$ cat src/rtl/fire_detect_mc.sv
// rtl/fire_detect_mc.sv - multi-channel EMA fire detector with persistence and hysteresis
module fire_detect_mc #(
    parameter int NCH           = 4,
    parameter int CHW           = 2,
    parameter int DW            = 16,
    parameter int ALPHA         = 20,
    parameter int ASHIFT        = 6,
    parameter int THRESH_OFFSET = 200,
    parameter int CLEAR_OFFSET  = 100,
    parameter int PERSIST       = 3
) (
    input  logic           clk,
    input  logic           rst,
    input  logic [DW-1:0]  lux_in,
    input  logic [CHW-1:0] ch_in,
    input  logic           data_valid,
    input  logic           clr_all,
    output logic [NCH-1:0] fire_detected,
    output logic           alarm_any,
    output logic           event_valid,
    output logic [CHW-1:0] event_ch,
    output logic           event_level,
    output logic           ch_err
);
    localparam int SW = DW + ASHIFT + 1;

    logic [DW-1:0]  ema_q [NCH];
    logic [3:0]     cnt_q [NCH];
    logic [NCH-1:0] init_q;
    logic [NCH-1:0] alarm_q;
    logic [NCH-1:0] alarm_d;
    logic           alarm_any_q;
    logic           event_valid_q;
    logic [CHW-1:0] event_ch_q;
    logic           event_level_q;
    logic           ch_err_q;

    logic           ch_ok;
    logic [DW-1:0]  ema_s;
    logic [3:0]     cnt_s;
    logic           init_s;
    logic           alarm_s;
    logic [SW-1:0]  weighted;
    logic [DW-1:0]  ema_new;
    logic [DW:0]    set_lvl;
    logic [DW:0]    clr_lvl;
    logic           over;
    logic           under;
    logic [DW-1:0]  ema_d;
    logic [3:0]     cnt_d;
    logic           init_d;
    logic           alarm_n;
    logic           ev_d;
    logic           accept;

    // Select the addressed channel's state; out-of-range indices match nothing.
    always_comb begin
        ch_ok   = 1'b0;
        ema_s   = '0;
        cnt_s   = '0;
        init_s  = 1'b0;
        alarm_s = 1'b0;
        for (int c = 0; c < NCH; c++) begin
            if (ch_in == CHW'(c)) begin
                ch_ok   = 1'b1;
                ema_s   = ema_q[c];
                cnt_s   = cnt_q[c];
                init_s  = init_q[c];
                alarm_s = alarm_q[c];
            end
        end
    end

    assign accept   = data_valid && ch_ok && !clr_all;
    assign weighted = SW'(ALPHA) * SW'(lux_in) + SW'(2 ** ASHIFT - ALPHA) * SW'(ema_s);
    assign ema_new  = DW'(weighted >> ASHIFT);
    assign set_lvl  = {1'b0, ema_s} + (DW+1)'(THRESH_OFFSET);
    assign clr_lvl  = {1'b0, ema_s} + (DW+1)'(CLEAR_OFFSET);
    assign over     = {1'b0, lux_in} > set_lvl;
    assign under    = {1'b0, lux_in} <= clr_lvl;

    always_comb begin
        ema_d   = ema_s;
        cnt_d   = cnt_s;
        init_d  = init_s;
        alarm_n = alarm_s;
        ev_d    = 1'b0;
        if (!init_s) begin
            ema_d  = lux_in;
            init_d = 1'b1;
            cnt_d  = '0;
        end else if (!alarm_s) begin
            if (over) begin
                // Baseline frozen while counting so the fire is not averaged in.
                cnt_d = (cnt_s >= 4'(PERSIST - 1)) ? 4'(PERSIST) : cnt_s + 4'd1;
                if (cnt_s + 4'd1 == 4'(PERSIST)) begin
                    alarm_n = 1'b1;
                    ev_d    = 1'b1;
                end
            end else begin
                cnt_d = '0;
                ema_d = ema_new;
            end
        end else if (under) begin
            alarm_n = 1'b0;
            cnt_d   = '0;
            ema_d   = ema_new;
            ev_d    = 1'b1;
        end
    end

    always_comb begin
        alarm_d = alarm_q;
        if (clr_all) begin
            alarm_d = '0;
        end else if (accept) begin
            for (int c = 0; c < NCH; c++) begin
                if (ch_in == CHW'(c)) alarm_d[c] = alarm_n;
            end
        end
    end

    always_ff @(posedge clk or posedge rst) begin
        if (rst) begin
            for (int c = 0; c < NCH; c++) begin
                ema_q[c] <= '0;
                cnt_q[c] <= '0;
            end
            init_q        <= '0;
            alarm_q       <= '0;
            alarm_any_q   <= 1'b0;
            event_valid_q <= 1'b0;
            event_ch_q    <= '0;
            event_level_q <= 1'b0;
            ch_err_q      <= 1'b0;
        end else begin
            alarm_q       <= alarm_d;
            alarm_any_q   <= |alarm_d;
            event_valid_q <= 1'b0;
            ch_err_q      <= data_valid && !ch_ok && !clr_all;
            if (clr_all) begin
                for (int c = 0; c < NCH; c++) cnt_q[c] <= '0;
                init_q <= '0;
            end else if (accept) begin
                for (int c = 0; c < NCH; c++) begin
                    if (ch_in == CHW'(c)) begin
                        ema_q[c]  <= ema_d;
                        cnt_q[c]  <= cnt_d;
                        init_q[c] <= init_d;
                    end
                end
                if (ev_d) begin
                    event_valid_q <= 1'b1;
                    event_ch_q    <= ch_in;
                    event_level_q <= alarm_n;
                end
            end
        end
    end

    assign fire_detected = alarm_q;
    assign alarm_any     = alarm_any_q;
    assign event_valid   = event_valid_q;
    assign event_ch      = event_ch_q;
    assign event_level   = event_level_q;
    assign ch_err        = ch_err_q;
endmodule

$ cat config.mk
export PLATFORM = sky130hd
export DESIGN_NAME = fire_detect_mc
export DESIGN_NICKNAME = d
export VERILOG_FILES = /design/src/rtl/fire_detect_mc.sv
export SDC_FILE = /design/constraint.sdc
export NUM_CORES = 1
export LEC_CHECK = 0
export ABC_AREA = 1
export CAP_MARGIN = 20
export CORE_ASPECT_RATIO = 1.25
export CORE_MARGIN = 4
export CORE_UTILIZATION = 56
export DETAILED_ROUTE_END_ITERATION = 12
export PLACE_DENSITY = 0.74
export SKIP_LAST_GASP = 1
export SYNTH_ARGS = -nofsm -noshare
export SYNTH_HDL_FRONTEND = slang
export SYNTH_SLANG_ARGS = --single-unit
$ cat constraint.sdc
create_clock -name clk -period 6.7 [get_ports clk]
set_input_delay 1.005 -clock clk [delete_from_list [all_inputs] [get_ports clk]]
set_output_delay 1.005 -clock clk [all_outputs]
set_load 0.005 [all_outputs]
Word level (Yosys, flattened, before mapping):

Index checks and enable logic that the tools add are counted.

* flip-flop bits (word level): 94
* output and inout port bits: 10
* bits of input ports: 22

* equal/unequal tests: 4
* reductions and logical operators: 22
* order comparisons: 3
* add/sub/neg operators: 4
* bitwise logic cells: 1
* $mul: 2
* mux-type cells: 58

Operator list (number)
* 16-bit two-way mux: 10
* 4-bit two-way mux: 17
* 1-bit two-way mux: 31
* 21-bit by 22-bit adder with 22-bit output: 1
* 4-bit by 16-bit multiplier with 20-bit output, first input constant: 1
* 3-bit by 16-bit multiplier with 19-bit output, first input constant: 1
* 16-bit by 7-bit adder with 17-bit output, second input constant: 1
* 16-bit by 8-bit adder with 17-bit output, second input constant: 1
* 16-bit by 17-bit > comparator with 1-bit output: 1
* 16-bit by 17-bit less-or-equal comparator with 1-bit output: 1
* 3-bit AND reduction: 5
* 2-bit nonzero test: 5
* 2-bit AND reduction: 4
* 4-bit by 1-bit adder with 4-bit output, second input constant: 1
* 2-bit equality test, second input constant: 2
* 4-bit by 2-bit equality test with 1-bit output, second input constant: 1
* 4-bit by 2-bit greater-or-equal comparator with 1-bit output, second input constant: 1
* 1-bit logical AND: 4
* 4-bit OR reduction: 1
* 2-bit by 1-bit equality test with 1-bit output, second input constant: 1
* 1-bit logical NOT: 2
* 2-bit logical NOT: 1
* 1-bit inverter: 1

Logic depth before layout (Yosys ltp):

* depth after elaboration: 15
* depth in mapped cells: 35
* depth with buffers taken out: 33

Worst setup path before layout:

No wires, ideal clock.

* path type: input to register
* from: input ch_in[1]
* to: register ema_q[15] (netlist bit)
* slack: 0.785 ns
* stages: 31
* arrival time: 5.798 ns
* buffers on the path: 2
* required time: 6.583 ns
* cells stage by stage: buf_6 > nor2_2 > buf_4 > inv_1 > o221ai_1 > o21ai_0 > ha_1 > fa_1 > ha_1 > a21oi_1 > nand2_1 > a21boi_0 > o21bai_1 > a21oi_1 > o21ai_0 > a21boi_0 > nor2_1 > nor2_1 > xor2_1 > ha_1 > inv_1 > nor3_1 > and2_1 > nand3_1 > nand3_1 > xor2_1 > nand3_1 > nand3_1 > nand2_1 > nand2_1 > nand2_1

* word-level cells in the longest chain between the ends: 10
* elaborated cells on any way between the ends: 33

RTL lines
* from (decl): line 15 `input logic [CHW-1:0] ch_in,`
* 2-bit logical NOT: line 64 `if (ch_in == CHW'(c)) begin`
* 16-bit two-way mux (4 in a row): line 64
* 4-bit by 16-bit multiplier with 20-bit output, or another cell as far along: line 75 `assign weighted = SW'(ALPHA) * SW'(lux_in) + SW'(2 ** ASHIFT - ALPHA) * SW'(ema_s);`
* 21-bit by 22-bit adder with 22-bit output, or another cell as far along: line 75
* 16-bit two-way mux (on tied branches): line 93, 104
* 16-bit two-way mux: line 92 `end else if (!alarm_s) begin`
* 16-bit two-way mux: line 88 `if (!init_s) begin`
* to (signal, indexed assignment): line 147 `ema_q[c] <= ema_d;`
* to (decl): line 27 `logic [DW-1:0] ema_q [NCH];`

Parallel ways exist; a longest one is shown, timed or not.
A chain may end at the register's enable or synchronous reset.

Worst setup path after layout:

* from: input ch_in[1]
* to: register ema_q[12] (netlist bit)

Same word-level chain as after synthesis.

==> flow_summary.toml <==
[timing]
tightest_slew_ns = 0.850
relSlewSlack = 0.433
slew_viol_final = 0
rsz0062_at_grt = "true"
fin_skew_ns = 0.00522
hold_viol = 0
period_minus_slack_ns = 6.41
finalSetupViolations = 0
timing.final.crit_share = 0.957
timing.setup.tns_ns = 0
fmax_ghz = 0.156

[grt]
grt_antenna_before_repair = 0
grt_max_degree = 49
grt_pass1_wl_microns = 43200
grt-ovfl-total = 0
grt_util_all_layers = 0.297
grt_pass1_vias = 8914

[critical_path]
critical_path_class = "in -> reg"
crit_family = "compound AO/OA/AOI/OAI gates"
worst-path-buf-inv = 5
critPathMaxFanout = 9
cp-end-kind = "flip-flop"
cp.required_ns = 6.93
crit_path_start_kind = "input port"
cpPeakStageDelay_ns = 0.55
crit_path_frequent_cell = "nand2_1"
slowest_stage = "clkdlybuf4s50_1"
crit_arrival_ns = 6.64

[drt]
wl_per_cell_microns = 16.9
ant_nets = 0
vias_per_cell = 5.64
drc = 0
drt_iter0_drc = 579
drtPass1Iterations = 5
vias = 8908
routed_wl_microns = 26700

[placement]
hpwlAfterDp_microns = 21200
place.gp.congestion = 0.951
io_buffers = 31
dp.cells = 1561

[synth]
synthesis.area_sq_mm = 0.00923
ys_types = 47
yosys_warnings = 0
synth_seq_cells = 94
synthCells = 1280
mappedNetlistNets = 1434
avgSynthCellArea_sq_um = 7.21
seq_area_frac_synth = 0.255

[finish]
mostFrequentLayoutCells = "399 x nand2_1, 131 x inv_1, 129 x nand3_1"
fillers = 1448
stdcell_count = 1579
multi_input_area_sq_mm = 0.00619
nNetsFinal = 1512
drive_above_1_share = 0.0968
final_common_cell = "nand2_1"
area.growth.synth_to_final_pct = 13.1
diodes = 0
regArea_sq_mm = 0.00235

[die]
die_area_sq_mm = 0.0186
core_area_sq_mm = 0.0162
pin_count = 32
initial_core_util = 0.570
num_rows = 52
die_h_microns = 152
die_w_microns = 123

[power]
pwr-share-comb = 0.774
p_sw_frac = 0.530
pwr-share-clk = 0.088
ir_drop_mv = 0.548
powerDensity_mw_per_mm2 = 561
pwr-share-seq = 0.138
p_sw_mw = 3.11
power.internal_mw = 2.76
power.static_leakage_nw = 5.49

[clock_tree]
cts_htree_levels = 3
clk-insertion-delay-late_ns = 0.34
cts_root_buf = "clkbuf_16"
cts_sinks = 94
numCtsBuffers = 9
clock_path_buffers = 2
cts_tree = "yes"
clk_pin_slew_ns = 0.06

[worst_hold_path]
hp-class = "reg -> reg"

[status]
status = "finished clean"

[flow_run]
max_cap_viol_count = 0
metrics by stage:
stage | hold slack (ns) | area [sq um] | power [mW] | setup slack, ns | utilization
floorplan | 0.444 | 9230 | 3.99 | 0.785 | -
global placement | 0.462 | 10100 | 5.19 | -0.0546 | 0.624
detailed placement | 0.466 | 10100 | 5.25 | -0.152 | 0.624
CTS | 0.483 | 10400 | 5.79 | 0.170 | 0.642
global route | 0.503 | 10400 | 6.42 | 0.00481 | 0.645
finish | 0.479 | 10400 | 5.86 | 0.291 | 0.645
worst min-delay path, cell delays in order, from the launching register on:
cell     delay, ns
dfrtp_1       0.34
nand2_1       0.05
nand2_1       0.05
sequential cells by signal, summed over array words and instances (netlist names):
name,cells
init_q,4
cnt_q,16
alarm_any,1
fire_detected,4
event_level,1
ch_err,1
ema_q,64
event_valid,1
event_ch,2
Yosys cell counts (all sizes together):
cell type / count / area share
nand3: 142 / 0.085
nand2: 405 / 0.17
a21boi: 4 / 0.0033
fa: 14 / 0.030
ha: 118 / 0.16
o21a: 1 / 0.00081
o221ai: 4 / 0.0038
nand3b: 3 / 0.0024
and2: 2 / 0.0014
a22o: 1 / 0.00095
a21oi: 73 / 0.040
a31oi: 1 / 0.00068
clkinv: 5 / 0.0020
inv: 139 / 0.057
nor3b: 1 / 0.00081
nor4: 4 / 0.0027
xor2: 49 / 0.046
buf: 16 / 0.014
o2111ai: 1 / 0.00095
nor3: 12 / 0.0065
o21bai: 5 / 0.0041
o31ai: 3 / 0.0024
nand4: 22 / 0.023
o22ai: 2 / 0.0014
conb: 1 / 0.00041
xnor2: 16 / 0.015
or2: 11 / 0.0075
dfrtp: 94 / 0.25
o21ai: 57 / 0.031
nor2: 57 / 0.025
clkbuf: 10 / 0.0041
a21o: 5 / 0.0041
o211ai: 2 / 0.0016
cells by family (layout without fill, tap and decap cells):
kind of cell,Yosys count,in the layout,synth area share
AOI/OAI and AO/OA,159,159,0.0945
xor gates and xnor gates,65,65,0.0617
adders and majority gates,132,132,0.190
buffers and inverters,170,253,0.0773
DFF,94,94,0.255
other,1,1,0.000406
and+or+nand+nor,659,659,0.321
routing by layer:
metal,share of wire,routed length [microns],track usage,up-vias
met2,0.51,13700,0.545,263
met5,0,0,0,-
met3,0.045,1210,0.0223,83
li1,-,-,-,4370
met1,0.39,10500,0.343,4192
met4,0.050,1330,0.155,0
power groups by stage:
stage | sequential (mW) | combinational (mW) | clock [mW]
5_1_grt | 0.822 | 5.05 | 0.541
3_3_place_gp | 0.810 | 4.38 | 0
3_5_place_dp | 0.812 | 4.44 | 0
6_report | 0.808 | 4.54 | 0.517
2_1_floorplan | 0.786 | 3.20 | 0
4_1_cts | 0.806 | 4.46 | 0.518
path summary, 6_finish.rpt:
| check | from | endpoint | slack [ns] | cells after the start |
|---|---|---|---|---|
| max | ch_in[1] | ema_q[12]$_DFFE_PP0P_ | 0.29 | 29 |
| min | ema_q[22]$_DFFE_PP0P_ | ema_q[22]$_DFFE_PP0P_ | 0.48 | 2 |
| max reg2reg | ema_q[50]$_DFFE_PP0P_ | ema_q[12]$_DFFE_PP0P_ | 1.40 | 28 |
| min reg2reg | ema_q[22]$_DFFE_PP0P_ | ema_q[22]$_DFFE_PP0P_ | 0.48 | 2 |
| max in group asynchronous | rst | ema_q[17]$_DFFE_PP0P_ | 4.49 | 3 |
| min in group asynchronous | rst | ch_err$_DFF_PP0_ | 1.12 | 2 |
repair_timing:
action | CTS | global route
buffers inserted | 0 | 2
endpoints found under the setup margin | 0 | 16
gates resized for setup | 0 | 10
hold buffers | 0 | 0
layout make-up:
class | count | area share
Multi-Input combinational cell | 1016 | 0.592
Inverter | 144 | 0.0521
Clock buffer | 12 | 0.0246
Tap cell | 216 | 0.0259
Clock inverter | 4 | 0.00431
Timing Repair Buffer | 93 | 0.0755
Sequential cell | 94 | 0.225
Note: power is estimated with default switching activity, not from simulation.
